File: src/rtl/sudoku_checker_n.sv
// sudoku_checker_n
//   Stores an N^2 x N^2 Sudoku board loaded serially in row-major order and,
//   on command, scans it one cell per clock for duplicate digits.
//   Scan order: every row, then every column, then (optionally) every box.
//   The scan stops at the first duplicate found.
//
//   Optional feature macro: SUDOKU_BOX_CHECK_EN
//     defined   -> the box phase is compiled in (three phases, err_kind=3 possible)
//     undefined -> rows and columns only (scan length 2*SIDE^2)
//
// Ports
//   clk          clock
//   rst_n        synchronous active-low reset (clears the board too)
//   in_valid     write in_value into the next cell
//   in_value     cell value, 0 = empty, 1..SIDE = digit, >SIDE stored as 0
//   check_start  start a scan (ignored while busy)
//   load_full    all SIDE^2 cells written
//   range_err    sticky: an out-of-range value was accepted
//   busy         scan in progress
//   done         last scan finished
//   err          last scan found a duplicate
//   err_kind     0 none, 1 row, 2 column, 3 box
//   err_unit     index of the failing row/column/box
module sudoku_checker_n #(
  parameter int BOX = 3,
  parameter int VW  = $clog2(BOX*BOX+1),
  parameter int IW  = $clog2(BOX*BOX)
) (
  input  logic          clk,
  input  logic          rst_n,
  input  logic          in_valid,
  input  logic [VW-1:0] in_value,
  input  logic          check_start,
  output logic          load_full,
  output logic          range_err,
  output logic          busy,
  output logic          done,
  output logic          err,
  output logic [1:0]    err_kind,
  output logic [IW-1:0] err_unit
);

  localparam int SIDE  = BOX*BOX;
  localparam int NCELL = SIDE*SIDE;
  localparam int CW    = $clog2(NCELL+1);
  localparam int AW    = $clog2(NCELL);

  localparam logic [1:0]      PH_ROW   = 2'd0;
  localparam logic [1:0]      PH_COL   = 2'd1;
`ifdef SUDOKU_BOX_CHECK_EN
  localparam logic [1:0]      PH_BOX   = 2'd2;
  localparam logic [1:0]      LAST_PH  = 2'd2;
  localparam logic [IW-1:0]   BOX_LAST = IW'(BOX-1);
`else
  localparam logic [1:0]      LAST_PH  = 2'd1;
`endif
  localparam logic [IW-1:0]   IDX_ZERO = {IW{1'b0}};
  localparam logic [IW-1:0]   IDX_ONE  = IW'(1);
  localparam logic [IW-1:0]   IDX_LAST = IW'(SIDE-1);
  localparam logic [CW-1:0]   CNT_ONE  = CW'(1);
  localparam logic [CW-1:0]   CNT_FULL = CW'(NCELL);
  localparam logic [VW-1:0]   VAL_ZERO = {VW{1'b0}};
  localparam logic [VW-1:0]   VAL_ONE  = VW'(1);
  localparam logic [VW-1:0]   VAL_MAX  = VW'(SIDE);
  localparam logic [SIDE-1:0] MASK_ZERO = {SIDE{1'b0}};
  localparam logic [SIDE-1:0] MASK_ONE  = {{(SIDE-1){1'b0}}, 1'b1};

  typedef enum logic [1:0] {ST_IDLE, ST_SCAN, ST_DONE} state_t;

  logic [VW-1:0]   cells_r [NCELL];
  logic [CW-1:0]   cnt_r;
  logic            load_full_r, range_err_r;

  state_t          state_r, state_s;
  logic [1:0]      phase_r, phase_s;
  logic [IW-1:0]   unit_r, unit_s, idx_r, idx_s;
  logic [SIDE-1:0] mask_r, mask_s;
  logic            busy_r, busy_s, done_r, done_s, err_r, err_s;
  logic [1:0]      kind_r, kind_s;
  logic [IW-1:0]   eunit_r, eunit_s;
`ifdef SUDOKU_BOX_CHECK_EN
  // box row/col of the unit and row/col inside the box, kept as counters
  logic [IW-1:0]   brow_r, brow_s, bcol_r, bcol_s, irow_r, irow_s, icol_r, icol_s;
`endif

  logic [IW-1:0]   row_s, col_s;
  logic [AW-1:0]   addr_s;
  logic [VW-1:0]   val_s;
  logic [SIDE-1:0] bit_s, prev_s;
  logic            dup_s, last_cell_s;

  // Board load: serial row-major writes, so the linear address is the counter
  always_ff @(posedge clk) begin
    if (!rst_n) begin
      cnt_r       <= {CW{1'b0}};
      load_full_r <= 1'b0;
      range_err_r <= 1'b0;
      for (int i = 0; i < NCELL; i++) begin
        cells_r[i] <= VAL_ZERO;
      end
    end else if (in_valid && !busy_r && !load_full_r) begin
      if (in_value > VAL_MAX) begin
        cells_r[AW'(cnt_r)] <= VAL_ZERO;
        range_err_r         <= 1'b1;
      end else begin
        cells_r[AW'(cnt_r)] <= in_value;
      end
      cnt_r       <= cnt_r + CNT_ONE;
      load_full_r <= ((cnt_r + CNT_ONE) == CNT_FULL);
    end
  end

  // Scan cursor to cell address, and the duplicate test against the unit mask
  always_comb begin
    row_s = unit_r;
    col_s = idx_r;
    case (phase_r)
      PH_ROW: begin
        row_s = unit_r;
        col_s = idx_r;
      end
      PH_COL: begin
        row_s = idx_r;
        col_s = unit_r;
      end
`ifdef SUDOKU_BOX_CHECK_EN
      PH_BOX: begin
        row_s = brow_r * IW'(BOX) + irow_r;
        col_s = bcol_r * IW'(BOX) + icol_r;
      end
`endif
      default: begin
        row_s = unit_r;
        col_s = idx_r;
      end
    endcase
    addr_s = AW'(row_s) * AW'(SIDE) + AW'(col_s);
    val_s  = cells_r[addr_s];
    if (val_s == VAL_ZERO) begin
      bit_s = MASK_ZERO;
    end else begin
      bit_s = MASK_ONE << (val_s - VAL_ONE);
    end
    // first cell of a unit sees an empty mask: no clear cycle between units
    if (idx_r == IDX_ZERO) begin
      prev_s = MASK_ZERO;
    end else begin
      prev_s = mask_r;
    end
    dup_s       = |(prev_s & bit_s);
    last_cell_s = (phase_r == LAST_PH) && (unit_r == IDX_LAST) && (idx_r == IDX_LAST);
  end

  // Next-state and next-output logic of the scan FSM
  always_comb begin
    state_s = state_r;
    phase_s = phase_r;
    unit_s  = unit_r;
    idx_s   = idx_r;
    mask_s  = mask_r;
    busy_s  = busy_r;
    done_s  = done_r;
    err_s   = err_r;
    kind_s  = kind_r;
    eunit_s = eunit_r;
`ifdef SUDOKU_BOX_CHECK_EN
    brow_s  = brow_r;
    bcol_s  = bcol_r;
    irow_s  = irow_r;
    icol_s  = icol_r;
`endif
    case (state_r)
      ST_IDLE, ST_DONE: begin
        if (check_start) begin
          state_s = ST_SCAN;
          busy_s  = 1'b1;
          done_s  = 1'b0;
          err_s   = 1'b0;
          kind_s  = 2'd0;
          eunit_s = IDX_ZERO;
          phase_s = PH_ROW;
          unit_s  = IDX_ZERO;
          idx_s   = IDX_ZERO;
          mask_s  = MASK_ZERO;
`ifdef SUDOKU_BOX_CHECK_EN
          brow_s  = IDX_ZERO;
          bcol_s  = IDX_ZERO;
          irow_s  = IDX_ZERO;
          icol_s  = IDX_ZERO;
`endif
        end else begin
          state_s = state_r;
        end
      end
      ST_SCAN: begin
        if (dup_s) begin
          state_s = ST_DONE;
          busy_s  = 1'b0;
          done_s  = 1'b1;
          err_s   = 1'b1;
          kind_s  = phase_r + 2'd1;
          eunit_s = unit_r;
        end else if (last_cell_s) begin
          state_s = ST_DONE;
          busy_s  = 1'b0;
          done_s  = 1'b1;
          mask_s  = prev_s | bit_s;
        end else begin
          mask_s = prev_s | bit_s;
          if (idx_r == IDX_LAST) begin
            idx_s = IDX_ZERO;
            if (unit_r == IDX_LAST) begin
              unit_s  = IDX_ZERO;
              phase_s = phase_r + 2'd1;
            end else begin
              unit_s = unit_r + IDX_ONE;
            end
          end else begin
            idx_s = idx_r + IDX_ONE;
          end
`ifdef SUDOKU_BOX_CHECK_EN
          if (phase_r == PH_BOX) begin
            if (icol_r == BOX_LAST) begin
              icol_s = IDX_ZERO;
              if (irow_r == BOX_LAST) begin
                irow_s = IDX_ZERO;
                if (bcol_r == BOX_LAST) begin
                  bcol_s = IDX_ZERO;
                  brow_s = brow_r + IDX_ONE;
                end else begin
                  bcol_s = bcol_r + IDX_ONE;
                end
              end else begin
                irow_s = irow_r + IDX_ONE;
              end
            end else begin
              icol_s = icol_r + IDX_ONE;
            end
          end else begin
            icol_s = icol_r;
          end
`endif
        end
      end
      default: begin
        state_s = ST_IDLE;
        busy_s  = 1'b0;
      end
    endcase
  end

  // Scan FSM state, cursor and registered result outputs
  always_ff @(posedge clk) begin
    if (!rst_n) begin
      state_r <= ST_IDLE;
      phase_r <= PH_ROW;
      unit_r  <= IDX_ZERO;
      idx_r   <= IDX_ZERO;
      mask_r  <= MASK_ZERO;
      busy_r  <= 1'b0;
      done_r  <= 1'b0;
      err_r   <= 1'b0;
      kind_r  <= 2'd0;
      eunit_r <= IDX_ZERO;
`ifdef SUDOKU_BOX_CHECK_EN
      brow_r  <= IDX_ZERO;
      bcol_r  <= IDX_ZERO;
      irow_r  <= IDX_ZERO;
      icol_r  <= IDX_ZERO;
`endif
    end else begin
      state_r <= state_s;
      phase_r <= phase_s;
      unit_r  <= unit_s;
      idx_r   <= idx_s;
      mask_r  <= mask_s;
      busy_r  <= busy_s;
      done_r  <= done_s;
      err_r   <= err_s;
      kind_r  <= kind_s;
      eunit_r <= eunit_s;
`ifdef SUDOKU_BOX_CHECK_EN
      brow_r  <= brow_s;
      bcol_r  <= bcol_s;
      irow_r  <= irow_s;
      icol_r  <= icol_s;
`endif
    end
  end

  assign load_full = load_full_r;
  assign range_err = range_err_r;
  assign busy      = busy_r;
  assign done      = done_r;
  assign err       = err_r;
  assign err_kind  = kind_r;
  assign err_unit  = eunit_r;

endmodule

File: config.mk
export PLATFORM = sky130hd
export DESIGN_NAME = sudoku_checker_n
export DESIGN_NICKNAME = d
export VERILOG_FILES = /design/src/rtl/sudoku_checker_n.sv
export SDC_FILE = /design/constraint.sdc
export NUM_CORES = 1
export LEC_CHECK = 0
export ABC_AREA = 1
export BUFFER_PORTS_ARGS = -buffer_cell sky130_fd_sc_hd__buf_2
export CAP_MARGIN = 20
export CORE_ASPECT_RATIO = 1.5
export CORE_MARGIN = 4
export CORE_UTILIZATION = 24
export CTS_BUF_LIST = sky130_fd_sc_hd__clkbuf_16
export DETAILED_ROUTE_END_ITERATION = 8
export SLEW_MARGIN = 30
export SYNTH_ARGS = -nofsm -noshare
export SYNTH_HDL_FRONTEND = slang
export SYNTH_SLANG_ARGS = --single-unit
File: constraint.sdc
create_clock -name clk -period 4.1 [get_ports clk]
set_input_delay 0.82 -clock clk [delete_from_list [all_inputs] [get_ports clk]]
set_output_delay 0.82 -clock clk [all_outputs]
set_load 0.005 [all_outputs]
==> results of run 1 <==
[power breakdown]
part	switching (mW)	total (mW)	internal (mW)	leakage, nW
logic	1.51	2.20	0.691	5.11
clock network	2.06	4.40	2.35	0.722
registers	0.0456	6.29	6.24	5.47
[layer usage]
metal	vias up	track usage [%]
li1	9430	-
met1	9326	12.2
met2	512	25.1
met3	197	1.35
met4	0	7.97
met5	-	0
[registers in the layout (all words and copies together), names as in the netlist]
| name | flops |
|---|---|
| cells_r | 512 |
| mask_r | 9 |
| cnt_r | 7 |
| err_unit | 4 |
| idx_r | 4 |
| unit_r | 4 |
| err_kind | 2 |
| phase_r | 2 |
| state_r | 2 |
| busy | 1 |
| done | 1 |
| err | 1 |
| load_full | 1 |
| range_err | 1 |
[Yosys cell counts, types with 4 or more instances]
library cell | number | area (um2)
o211ai_1 | 12 | 90.1
buf_2 | 57 | 285
dfxtp_1 | 39 | 781
buf_4 | 16 | 120
o21ai_1 | 45 | 225
inv_1 | 177 | 664
buf_6 | 6 | 67.6
clkbuf_1 | 61 | 229
nor2_1 | 642 | 2410
buf_1 | 17 | 63.8
nand2_2 | 4 | 25.0
or2_1 | 7 | 43.8
edfxtp_1 | 512 | 15400
ha_1 | 19 | 238
nor3_1 | 4 | 20.0
nand2_1 | 757 | 2840
a21oi_1 | 38 | 190
nand3_1 | 326 | 1630
inv_2 | 9 | 33.8
o21ai_0 | 68 | 340
[what timing repair did]
item                       CTS  global route
pin swaps                    0            24
cloned                       0             1
buffers inserted             0             8
setup endpoints to repair   30            30
resized for setup           10            66
[logic make-up (layout without fill, tap and decap cells)]
logic type               after synthesis  after routing  synth area share [%]
AO/OA/AOI/OAI                        170            170                  3.45
adder cells (fa/ha/maj)               20             20                 0.989
buffers and inverters                349            406                  5.80
XOR/XNOR                               7              7                 0.322
AND/OR/NAND/NOR                     1759           1759                  27.4
flip-flops                           551            551                  62.0
[how the worst max path moves through the flow]
stage                    start          to  depth (start not counted)
finish              phase_r[1]        done                         29
global route        phase_r[1]  phase_r[1]                         29
detailed placement  phase_r[1]   mask_r[1]                         28
CTS                 phase_r[1]   mask_r[1]                         26
floorplan           phase_r[1]  phase_r[1]                         25
global placement    phase_r[1]   mask_r[7]                         28
[final cells by class]
cell class	instances	area, um2	area share [%]
clock buffer	47	1180	3.90
clock inverter	38	298	0.987
inverter	190	738	2.45
multi-input combinational	1956	8730	28.9
sequential	551	16200	53.5
tap	1415	1770	5.87
timing repair buffer	130	1290	4.29
timing repair inverter	1	8.76	0.0290
[critical path: cells and delay by family, from the launching register on]
kind	cells	cell delay (ns)
compound gates	1	0.06
fa+ha+maj	4	1.08
buf+inv	7	0.77
flops	1	0.31
simple gates	17	1.62
==> results.json, run 1 <==
{
  "status": "complete, no violations",
  "finalWirelength_mm": 74.3,
  "gr-total-overflow": 0,
  "hold_viol": 0,
  "p_leak_nw": 11.3,
  "syn_nets": 2884,
  "crit_path_frequent_cell": "nand2_1",
  "yosysSeqAreaShare_pct": 62.0,
  "maxSlewHeadroom_pct": 33.2,
  "die_h_um": 412,
  "async_flop_share_pct": 0,
  "first_global_vias": 19696,
  "viasPerCell": 4.50,
  "h-tree-depth": 2,
  "powerDensity_nw_per_um2": 427,
  "synth_area_um2": 26100,
  "synth_edf_count": 512,
  "grtUsageTotal_pct": 12.6,
  "regToRegSetupSlack_ns": 0.19,
  "critPathKind": "reg2reg",
  "final_core_util_pct": 28.1,
  "cts.sinks": 551,
  "antenna_left": 0,
  "wl_met3_mm": 2.91,
  "top_level_ports": 19,
  "final_common_cell": "nand2_1",
  "dp_cells": 4234,
  "cp_slowest_stage_delay_ns": 0.34,
  "synth_seq_cells": 551,
  "initialDrtViolationCount": 1196,
  "grt_pass1_wl_mm": 112,
  "setup_slack_ns": 0.192,
  "critical_path_arrival_ns": 4.45,
  "crit_path_end_kind": "flop",
  "clockBufferDepth": 3,
  "drive_gt1_share_pct": 9.65,
  "timing.rr.start": "phase_r[1]",
  "setup_viol_count_final": 0,
  "rsz0062_at_grt": "yes",
  "finalNonFillerCells": 4328,
  "die_area_um2": 114000,
  "cts-buffers-inserted": 46,
  "cts_tree": "yes",
  "dp_worst_setup_slack_ns": -0.143,
  "fin_total_pwr_mw": 12.9,
  "crit_fanout": 7,
  "clk_pin_slew_ns": 0.07,
  "hold_buffers": 0,
  "initial_core_util_pct": 24.3,
  "whs_ns": 0.461,
  "synth-main-ff-cell": "edfxtp_1",
  "fp.dieW_um": 277,
  "dr.pass1.iters": 7,
  "min_from": "err_unit[3]",
  "post-route-min-period_ns": 3.91,
  "routed.top_layer": "met4",
  "fp.coreArea_um2": 107000,
  "maxSlewViolCount": 0,
  "cp.required_ns": 4.64,
  "finalSetupTns_ns": 0,
  "clk_latency_ns": 0.59,
  "wl_per_cell_um": 17.2,
  "critical_path.slowest_cell": "ha_1",
  "core.rowCount": 147,
  "areaGrowthSynthToFinish_pct": 15.8,
  "cts-root-buf": "clkbuf_16",
  "mostFrequentLayoutCells": "nand2_1 (743), nor2_1 (635), edfxtp_1 (512), nand3_1 (308), inv_1 (180)",
  "port_buffers": 18,
  "whs_path_depth": 2,
  "finalWeightedCongestion": 0.890,
  "worst_pin_slew_ns": 0.999,
  "wl_met2_mm": 40.7,
  "min_path_type": "reg2reg",
  "max_freq_mhz": 256,
  "antenna_found_initial": 0,
  "cap_violations": 0,
  "drc": 0,
  "wl_met1_mm": 25.6,
  "grt_max_degree": 89,
  "fin_area_um2": 30200,
  "hold_end": "err_unit[3]",
  "yosys_warnings": 0,
  "num_vias": 19465,
  "nFillCells": 11301,
  "period_share_pct": 95.3,
  "synthCells": 2856,
  "rr_worst_depth": 29,
  "antenna_cells": 0,
  "vdd.ir_drop.worst_mv": 0.283,
  "critPathLaunchType": "flop",
  "timing.rr.end": "done",
  "hpwl_mm": 50.4,
  "dpl_cell_area_um2": 28300,
  "avgSynthCellArea_um2": 9.13,
  "skew_ns": 0.0230,
  "layout.nets": 2904,
  "yosysUniqueCellTypes": 41
}
No activity file was read; power rests on OpenSTA's default activity.
==> run 2, diff against run 1 <==
--- a/config.mk
+++ b/config.mk
@@ -13,6 +13,7 @@
 export CORE_UTILIZATION = 24
 export CTS_BUF_LIST = sky130_fd_sc_hd__clkbuf_16
 export DETAILED_ROUTE_END_ITERATION = 8
+export REMOVE_ABC_BUFFERS = 1
 export SLEW_MARGIN = 30
 export SYNTH_ARGS = -nofsm -noshare
 export SYNTH_HDL_FRONTEND = slang
==> results.json, run 2 (synthesized netlist as in run 1, its figures left out) <==
{
  "timing.rr.start": "phase_r[1]",
  "startpoint": "phase_r[1]",
  "drc": 0,
  "regMostFlops": "cells_r",
  "setup_slack_ns": 0.161,
  "antenna_found_initial": 0,
  "vdd.ir_drop.worst_mv": 0.359,
  "combPwrFrac_pct": 17.3,
  "finalWirelength_mm": 74.4,
  "post-route-min-period_ns": 3.94,
  "drive_gt1_share_pct": 10.4,
  "finalWeightedCongestion": 0.892,
  "min_from": "err_kind[1]",
  "internal_power_mw": 9.41,
  "clk_latency_ns": 0.60,
  "core.rowCount": 147,
  "dp_worst_setup_slack_ns": -0.0836,
  "clk_pin_slew_ns": 0.07,
  "layout.nets": 2898,
  "wl_per_cell_um": 17.2,
  "nFillCells": 11375,
  "p_leak_nw": 11.4,
  "clockBufferDepth": 3,
  "power_frac_seq_pct": 48.1,
  "grt_pass1_wl_mm": 112,
  "whs_path_depth": 2,
  "hold_viol": 0,
  "critPathLaunchType": "flop",
  "dr.pass1.iters": 8,
  "antenna_cells": 0,
  "maxSlewHeadroom_pct": 36.4,
  "final_common_cell": "nand2_1",
  "cts_tree": "yes",
  "cp.required_ns": 4.63,
  "top_level_ports": 19,
  "cts.sinks": 551,
  "max_freq_mhz": 254,
  "antenna_left": 0,
  "reg.largest.list": "cells_r (512), mask_r (9), cnt_r (7)",
  "areaGrowthSynthToFinish_pct": 16.5,
  "viasPerCell": 4.54,
  "worst_pin_slew_ns": 0.948,
  "cap_violations": 0,
  "crit_path_end_kind": "flop",
  "period_share_pct": 96.1,
  "setup_viol_count_final": 0,
  "grtUsageTotal_pct": 12.5,
  "die_h_um": 412,
  "swShare_pct": 28.0,
  "min_path_type": "reg2reg",
  "largest_reg_flops": 512,
  "multi_input_area_um2": 8860,
  "cts-root-buf": "clkbuf_16",
  "maxSlewViolCount": 0,
  "initial_core_util_pct": 24.3,
  "num_vias": 19607,
  "skew_ns": 0.0194,
  "clock_power_share_pct": 34.6,
  "mostFrequentLayoutCells": "nand2_1 (738), nor2_1 (634), edfxtp_1 (512), nand3_1 (290), inv_1 (179)",
  "critPathKind": "reg2reg",
  "powerDensity_nw_per_um2": 431,
  "finalSetupTns_ns": 0,
  "grt_max_degree": 90,
  "h-tree-depth": 2,
  "p_sw_mw": 3.66,
  "crit_fanout": 8,
  "rr_worst_depth": 27,
  "die_area_um2": 114000,
  "critical_path_arrival_ns": 4.47,
  "cts-buffers-inserted": 48,
  "hpwl_mm": 48.6,
  "gr-total-overflow": 0,
  "initialDrtViolationCount": 1638,
  "status": "complete, no violations",
  "port_buffers": 18,
  "fp.coreArea_um2": 107000,
  "regArea_um2": 16200,
  "fp.dieW_um": 277,
  "first_global_vias": 20093
}
==> run 2: cell types whose count changed in the layout (fill, tap and decap cells not counted), moves of 3 or more <==
cell,before,now
nand2_1,743,738
clkinvlp_4,7,2
inv_2,8,5
clkbuf_16,47,52
buf_6,6,11
nand3_2,19,36
nand2_2,14,18
buf_4,80,64
clkinv_2,7,13
inv_4,1,5
nand3_1,308,290
==> run 2: path summary, 6_finish.rpt <==
kind	to	slack, ns
worst max-delay path	mask_r[8]	0.16
worst min-delay path	err_kind[1]	0.46
worst max register to register	mask_r[8]	0.16
worst min register to register	err_kind[1]	0.46
==> run 2: power by group through the flow <==
stage	clock (mW)	sequential, mW	combinational (mW)
6_report	4.52	6.29	2.26
4_1_cts	4.59	6.29	2.05
3_5_place_dp	0	6.42	2.04
3_3_place_gp	0	6.41	2.02
5_1_grt	4.80	6.30	2.46
2_1_floorplan	0	6.40	1.24
==> run 2: routing by layer <==
metal | wire length, um | up-vias | track usage, %
li1 | - | 9408 | -
met1 | 25900 | 9438 | 12.3
met2 | 40300 | 541 | 24.7
met3 | 3110 | 220 | 1.51
met4 | 5100 | 0 | 7.72
met5 | 0 | - | 0
==> run 2: repair_timing <==
action,CTS,global route
gates resized for setup,5,105
pin swaps,0,36
buffers inserted,0,9
gates cloned,0,3
setup endpoints to repair,28,30
hold buffers,0,0
==> run 2: cell type report <==
cell class | count | area share (%)
clock inverters | 37 | 0.969
flip-flops and latches | 551 | 53.2
clock buffers | 49 | 4.04
repair buffers | 123 | 4.33
inverters | 190 | 2.42
well taps | 1415 | 5.83
multi-input cells | 1956 | 29.2
==> run 2: worst max-delay path, cell delays in order (launching register included) <==
cell	delay, ns
dfxtp_2	0.32
inv_2	0.04
ha_4	0.18
nand2_2	0.06
o21ai_1	0.06
ha_1	0.33
ha_4	0.26
ha_4	0.29
a21oi_4	0.15
nand3b_1	0.14
nand2_4	0.12
buf_12	0.15
buf_8	0.14
nand3_1	0.17
nand3_1	0.16
nand2_1	0.07
nand2_1	0.08
nand2_2	0.10
nor2_4	0.17
nand3_2	0.09
nand2_2	0.08
nor2_4	0.05
nand4_4	0.13
nand2_8	0.09
buf_4	0.17
inv_4	0.08
nand2_1	0.06
a21oi_1	0.12
==> run 2: metrics by stage <==
stage | hold slack [ns] | cell area (um2) | power [mW] | cells | utilization, %
after detailed placement | 0.459 | 28200 | 8.45 | 4223 | 26.3
after global routing | 0.485 | 30400 | 13.6 | 4321 | 28.3
after CTS | 0.469 | 29800 | 12.9 | 4309 | 27.7
after global placement | 0.450 | 28200 | 8.43 | 4223 | 26.3
final | 0.459 | 30400 | 13.1 | 4321 | 28.3
after floorplan | 0.439 | 25300 | 7.64 | 2697 | -
==> run 3, diff against run 2 <==
--- a/config.mk
+++ b/config.mk
@@ -6,7 +6,7 @@
 export NUM_CORES = 1
 export LEC_CHECK = 0
 export ABC_AREA = 1
-export BUFFER_PORTS_ARGS = -buffer_cell sky130_fd_sc_hd__buf_2
+export BUFFER_PORTS_ARGS = -buffer_cell sky130_fd_sc_hd__buf_4
 export CAP_MARGIN = 20
 export CORE_ASPECT_RATIO = 1.5
 export CORE_MARGIN = 4
==> results.json, run 3 (synthesized netlist as in run 1, its figures left out) <==
{
  "fin_area_um2": 30100,
  "cts.sinks": 551,
  "wl_per_cell_um": 17.2,
  "die_area_um2": 114000,
  "port_buffers": 18,
  "critPathTopFamily": "simple AND/OR/NAND/NOR gates",
  "critical_path_arrival_ns": 4.44,
  "cts-root-buf": "clkbuf_16",
  "critical_path.slowest_cell": "fa_2",
  "clk_latency_ns": 0.61,
  "grt_pass1_wl_mm": 111,
  "cap_violations": 0,
  "drive_gt1_share_pct": 8.70,
  "antenna_left": 0,
  "min_path_type": "reg2reg",
  "clockBufferDepth": 3,
  "crit_chain": "ha_1 -> ha_4 -> inv_1 -> fa_2 -> buf_12 -> nand3_1 -> nand3_1 -> nand3_1 -> nand3_1 -> buf_4 -> nand2_1 -> nand2_1 -> nand2_1 -> nor2_2 -> nand3_1 -> nand2_1 -> nor2_4 -> nand4_4 -> nand2_4 -> buf_4 -> inv_4 -> nand2_1 -> a21oi_1",
  "initialDrtViolationCount": 1394,
  "antenna_found_initial": 0,
  "num_vias": 19766,
  "vdd.ir_drop.worst_mv": 0.513,
  "crit_path_end_kind": "flop",
  "core.rowCount": 147,
  "cp.required_ns": 4.64,
  "die_h_um": 412,
  "skew_ns": 0.0289,
  "largest_reg_flops": 512,
  "first_global_vias": 19478,
  "cts-buffers-inserted": 48,
  "post-route-min-period_ns": 3.90,
  "dpl_cell_area_um2": 28200,
  "grtUsageTotal_pct": 12.5,
  "status": "complete, no violations",
  "worst_pin_slew_ns": 0.936,
  "final_common_cell": "nand2_1",
  "top_level_ports": 19,
  "grt_max_degree": 84,
  "hpwl_mm": 49.5,
  "fin_total_pwr_mw": 13.2,
  "critPathLaunchType": "flop",
  "maxSlewHeadroom_pct": 37.4,
  "cts_tree": "yes",
  "areaGrowthSynthToFinish_pct": 15.7,
  "p_leak_nw": 11.3,
  "critPathKind": "reg2reg",
  "h-tree-depth": 2,
  "layout.nets": 2890,
  "maxSlewViolCount": 0,
  "reg.largest.list": "cells_r (512), mask_r (9), cnt_r (7)",
  "path_buf_inv": 5,
  "viasPerCell": 4.58,
  "finalWirelength_mm": 74.4,
  "cp_slowest_stage_delay_ns": 0.66,
  "hold_viol": 0,
  "rsz0062_at_grt": "yes",
  "fp.coreArea_um2": 107000,
  "setup_viol_count_final": 0,
  "powerDensity_nw_per_um2": 439,
  "max_freq_mhz": 257,
  "fp.dieW_um": 277,
  "finalWeightedCongestion": 0.912,
  "antenna_cells": 0,
  "initial_core_util_pct": 24.3,
  "period_share_pct": 95.1,
  "clk_pin_slew_ns": 0.07,
  "regMostFlops": "cells_r",
  "gr-total-overflow": 0,
  "mostFrequentLayoutCells": "nand2_1 (750), nor2_1 (637), edfxtp_1 (512), nand3_1 (319), inv_1 (182)",
  "crit_fanout": 25,
  "dr.pass1.iters": 7,
  "drc": 0
}
==> run 3: changes by cell type in the layout (fill, tap and decap cells not counted), moves of 4 or more <==
cell       before  now
o21ai_1        48   44
clkinv_2       13    9
nand2_2        18    6
buf_2          17    0
nor2_4         12    8
buf_6          11    2
buf_12         26   19
bufinv_16       4   10
nand3_2        36    9
buf_4          64   91
nand3_1       290  319
nand2_1       738  750
==> run 3: area by class of cell <==
type | instances | area (um2)
clock buffer | 48 | 1200
clock inverter | 38 | 467
fill | 11356 | 77300
inverter | 190 | 734
multi-input combinational | 1956 | 8660
sequential | 551 | 16200
tap | 1415 | 1770
timing repair buffer | 115 | 1160
==> run 3: path summary, 6_finish.rpt <==
check,from,endpoint,cells past startpoint,slack (ns)
min reg2reg,mask_r[1],mask_r[1],2,0.47
min,mask_r[1],mask_r[1],2,0.47
max reg2reg,unit_r[1],mask_r[2],23,0.20
max,unit_r[1],mask_r[2],23,0.20
==> run 3: repair_timing <==
item,in CTS,in global routing
setup endpoints to repair,27,30
buffers inserted,0,3
hold buffers,0,0
gates resized for setup,4,42
cloned,0,3
pin swaps,2,18
endpoints found under the hold margin,0,0
==> run 3: through the flow <==
stage | std cells | worst slack, ns | hold WS (ns) | setup TNS (ns) | utilization, %
2_1_floorplan | 2697 | -4.87 | 0.439 | -155.34 | -
3_3_place_gp | 4221 | -0.0623 | 0.450 | -0.625 | 26.2
3_5_place_dp | 4221 | -0.127 | 0.457 | -1.59 | 26.2
4_1_cts | 4307 | 0.00670 | 0.468 | 0 | 27.8
5_1_grt | 4313 | -0.0309 | 0.483 | -0.304 | 28.1
6_report | 4313 | 0.202 | 0.466 | 0 | 28.1
==> run 3: layer usage <==
metal / track usage [%] / vias up / share of wire [%]
met5: 0 / - / 0
met4: 6.94 / 0 / 6.4
met3: 1.34 / 180 / 4.4
met2: 25.2 / 585 / 55
met1: 12.2 / 9603 / 34
li1: - / 9398 / -
==> run 3: power by group <==
group | switching (mW) | total (mW) | internal (mW)
Clock | 2.08 | 4.86 | 2.78
Sequential | 0.0510 | 6.29 | 6.24
Combinational | 1.44 | 2.07 | 0.627
==> run 3: worst min-delay path: stages, from the launching register on <==
cell and delay (ns):
dfxtp_1 0.32, nand2_1 0.06, a21oi_1 0.05
